===== config.mk =====
export PLATFORM = sky130hd
export DESIGN_NAME = regfile_write_arbiter
export DESIGN_NICKNAME = d
export VERILOG_FILES = /design/src/rtl/regfile_write_arbiter.sv
export SDC_FILE = /design/constraint.sdc
export NUM_CORES = 1
export LEC_CHECK = 0
export ABC_AREA = 1
export CORE_MARGIN = 5
export CORE_UTILIZATION = 36
export DETAILED_ROUTE_END_ITERATION = 10
export PLACE_DENSITY = 0.77
export SYNTH_ARGS = -nofsm -noshare
export SYNTH_HDL_FRONTEND = slang
export SYNTH_SLANG_ARGS = --single-unit

===== constraint.sdc =====
create_clock -name CLK -period 1.6 [get_ports CLK]
set_input_delay 0.4 -clock CLK [delete_from_list [all_inputs] [get_ports CLK]]
set_output_delay 0.4 -clock CLK [all_outputs]
set_load 0.02 [all_outputs]

===== src/rtl/regfile_write_arbiter.sv =====
// Purpose : owns the register_file write port; clears all registers after
//           reset, then shares the port between requesters A and B round-robin.
// Latency : handshake edge to regWrite high is 1 cycle; 1 write per cycle.
// Backpr. : reqX_ready is combinational; an ungranted request simply waits,
//           both readys are held low while the clear sequence runs.
//
// Ports:
//   CLK, RST                         clock (rising edge), async active-low reset
//   reqA_valid/dest/data, reqA_ready requester A handshake
//   reqB_valid/dest/data, reqB_ready requester B handshake
//   destReg, writeData, regWrite     registered write port to register_file
//   initDone                         clear sequence complete, arbitration live
module regfile_write_arbiter #(
  parameter int DATA_WIDTH = 32,
  parameter int ADDR_WIDTH = 3,
  parameter int NUM_REGS   = 8    // must equal 2**ADDR_WIDTH
) (
  input  logic                  CLK,
  input  logic                  RST,
  input  logic                  reqA_valid,
  input  logic [ADDR_WIDTH-1:0] reqA_dest,
  input  logic [DATA_WIDTH-1:0] reqA_data,
  output logic                  reqA_ready,
  input  logic                  reqB_valid,
  input  logic [ADDR_WIDTH-1:0] reqB_dest,
  input  logic [DATA_WIDTH-1:0] reqB_data,
  output logic                  reqB_ready,
  output logic [ADDR_WIDTH-1:0] destReg,
  output logic [DATA_WIDTH-1:0] writeData,
  output logic                  regWrite,
  output logic                  initDone
);

  // One-hot style codes so that both 2'b00 and 2'b11 are illegal and recover.
  typedef enum logic [1:0] {
    INIT = 2'b01,
    RUN  = 2'b10
  } state_t;

  localparam logic                  PRI_A    = 1'b0;
  localparam logic                  PRI_B    = 1'b1;
  localparam logic [ADDR_WIDTH-1:0] LAST_REG = ADDR_WIDTH'(NUM_REGS - 1);

  state_t                state;
  logic [ADDR_WIDTH-1:0] cnt;
  logic                  pri;   // requester that wins the next contention

  logic inRun;
  assign inRun = (state == RUN);

  // Grants depend only on state, priority and the valids, never on dest/data.
  assign reqA_ready = inRun & reqA_valid & (~reqB_valid | (pri == PRI_A));
  assign reqB_ready = inRun & reqB_valid & (~reqA_valid | (pri == PRI_B));

  always_ff @(posedge CLK or negedge RST) begin
    if (!RST) begin
      state     <= INIT;
      cnt       <= '0;
      pri       <= PRI_A;
      regWrite  <= 1'b0;
      destReg   <= '0;
      writeData <= '0;
      initDone  <= 1'b0;
    end else begin
      case (state)
        INIT: begin
          // Clear one register per cycle; the last clear also opens arbitration.
          regWrite  <= 1'b1;
          destReg   <= cnt;
          writeData <= '0;
          cnt       <= cnt + 1'b1;
          if (cnt == LAST_REG) begin
            state    <= RUN;
            initDone <= 1'b1;
          end
        end
        RUN: begin
          if (reqA_ready) begin
            regWrite  <= 1'b1;
            destReg   <= reqA_dest;
            writeData <= reqA_data;
            pri       <= PRI_B;
          end else if (reqB_ready) begin
            regWrite  <= 1'b1;
            destReg   <= reqB_dest;
            writeData <= reqB_data;
            pri       <= PRI_A;
          end else begin
            // Idle: address and data hold their last values.
            regWrite <= 1'b0;
          end
        end
        default: begin
          state     <= INIT;
          cnt       <= '0;
          pri       <= PRI_A;
          regWrite  <= 1'b0;
          initDone  <= 1'b0;
        end
      endcase
    end
  end

endmodule

==> impl_results.md <==
* Fill cells at 535
* CP Capture Type: output port
* Least-Margin Pin Slew at 0.325 ns
* Fin nets at 468
* Failing checks: negative setup slack
* Total CTS buffers at 5
* Highest clock rate at 0.560 GHz
* Post-synth top area share at 0.476
* Pleak at 0.00167 uW
* RSZ-0062 raised after global routing: yes
* Clock Sinks at 42
* Pwr/cell area at 800 nW/um^2
* Post-synth design cell area at 2160 um^2
* Worst Setup Slack post-DPL at -0.538 ns
* Endpoints failing hold at 0
* 1st-iter DRT viols at 84
* Overflow after GRT at 0
* Worst hold path type: input pin to async pin
* Post-synthesis sequential area ratio at 0.488
* # diodes at 0
* Final HPWL DP at 4640 um
* Critical path class: flop to output port
* Share of cells above drive strength 1 at 0.0997
* Core Box Area at 5890 um^2
* Vias in the first global route at 2263
* Clk buf depth at 2
* DRC viols at 0
* Post-synth top flop: dfrtp_1
* Syn avg cell area at 7.99 um^2
* P_sw at 806 uW
* Router iterations before antenna repair at 4
* I/O Buffers at 112
* Routed via count at 2217
* Num ports at 113
* Wire per inst at 13.6 um
* Synth Register Bits at 42
* Reg area at 1050 um^2
* Logic gate share of total power at 0.278
* Startpoint class of the critical path: flop
* Final setup viols at 37
* Synthesis-to-finish area growth at 63.5%
* Number of synthesized flops with an enable pin at 0
* Routed vias/inst at 4.76
* Die span in x at 87.4 um
* Sequential Power Share at 0.433
* Core Util, Final at 0.599
* Switching Share at 0.286
* Die Footprint at 7640 um^2
* Crit-path max FO at 3
* Synthesized instance count at 270
* Synth async-reset ratio at 1.00
* Row count at 28
* Status: finished with violations
* Max cap viols at 0
* Int Power at 2020 uW
* GP Congestion at 0.806
* Clock Latency Late Sink at 0.29 ns
* Post-route ant nets at 0
* Area contributors post-synth: dfrtp_1, nand2_1, o211ai_1, nor2_1, o21ai_0
* Most numerous cell in the Yosys netlist: nand2_1
* GRT Util Overall at 0.171
* Top post-synthesis cells by count: nand2_1, dfrtp_1, nor2_1, o21ai_0, o211ai_1
* Final WS setup at -0.185 ns
* Placed cell areas at 3410 um^2
* Hold_ws at 0.0633 ns
* Max Slew Vio Count at 0
* Final setup skew at 0.00691 ns
* CTS clock-pin slew for the worst setup and hold paths at 0.08 ns
* Area occupied by multi-input gates at 958 um^2
* Global-route wire length before repair at 10300 um
* Clk pwr share at 0.289
* Clock root cell: clkbuf_8
* Required @ worst endpoint at 1.20 ns
* Detailed Route WL at 6360 um
* Fin area at 3530 um^2
* Tcrit/Tclk final at 1.12
* Yosys warns at 0
* Synth area leader: dfrtp_1
* VDD IR-drop max at 0.000466 V
* Htree depth at 2
* Rel. slew slack at 0.783
* Worst Path Arrival at 1.38 ns
* Period minus WS final at 1.78 ns
* CTS tree: yes
* Netlist cell types at 23
* Initial antenna violation count at 0
* Die Height at 87.4 um
* Largest net degree at the start of global routing at 55
* Initial Util at 0.366
* Post-synth net total at 348
==> layout by cell type, fill, tap and decap left out, types with 6 or more instances in the layout <==
cell             count
nand2_1             94
dlygate4sd2_1       36
o21ai_1             10
clkbuf_8             6
dfrtp_1             41
nor2_1              30
buf_4               11
o21ai_0             21
clkdlybuf4s50_1     72
o211ai_1            18
inv_1               13
nand3_1              6
==> per-stage QoR <==
step | cells | total power, uW | TNS, ns
2_1_floorplan | 270 | 1610 | 0
3_3_place_gp | 456 | 2100 | -11.15
3_5_place_dp | 456 | 2110 | -12.87
4_1_cts | 465 | 2850 | -2.30
5_1_grt | 466 | 2980 | -5.82
6_report | 466 | 2820 | -1.54
==> area by class of cell <==
type,instances,area share
Clock buffer,7,0.0216
Clock inverter,1,0.00852
Inverter,18,0.0227
Multi-Input combinational cell,195,0.272
Sequential cell,42,0.298
Tap cell,75,0.0266
Timing Repair Buffer,128,0.350
==> per-layer routing <==
layer	share of wire	GRT usage
met5	0	0
met4	0.027	0.0753
met3	0.062	0.0265
met2	0.49	0.295
met1	0.42	0.209
==> worst paths after layout <==
path / from / to / cells past startpoint / slack [ns]
max in group asynchronous: RST / state[0] / 2 / 1.26
min in group CLK: writeData[21] / writeData[21] / 2 / 0.47
hold / removal: RST / writeData[2] / 2 / 0.06
setup / recovery: state[0] / reqA_ready / 7 / -0.18
hold reg to reg: writeData[21] / writeData[21] / 2 / 0.47
setup reg to reg: state[0] / writeData[7] / 9 / -0.09
==> logic make-up (layout without fill, tap and decap cells) <==
family	Yosys count	after routing	share of synthesized area
compound gates	56	56	0.153
fa+ha+maj	4	4	0.0232
buf+inv	33	154	0.0818
simple gates	135	135	0.254
flops	42	42	0.488
==> power by group through the flow <==
stage / Combinational, uW / Sequential, uW / Clock (uW)
finish: 785 / 1220 / 815
global route: 856 / 1240 / 887
CTS: 792 / 1220 / 839
detailed placement: 865 / 1250 / 0
global placement: 854 / 1240 / 0
floorplan: 231 / 1380 / 0
==> sequential cells by signal, indices dropped and copies added (netlist names) <==
signal and count:
writeData 32, cnt 3, destReg 3, pri 1
state 1, regWrite 1, initDone 1
==> worst max-delay path: stages, from the launching register on <==
cell      delay (ns)
dfstp_2         0.54
inv_2           0.05
ha_4            0.16
nand2_2         0.06
inv_2           0.05
nand2_4         0.07
clkinv_4        0.05
buf_6           0.12
==> repair_timing <==
| action | 4_1_cts | 5_1_grt |
|---|---|---|
| buffers inserted | 1 | 1 |
| hold buffers | 0 | 0 |
| setup endpoints to repair | 75 | 43 |
| resized for setup | 53 | 6 |
| pin swaps | 0 | 2 |
No activity file was read; power rests on OpenSTA's default activity.
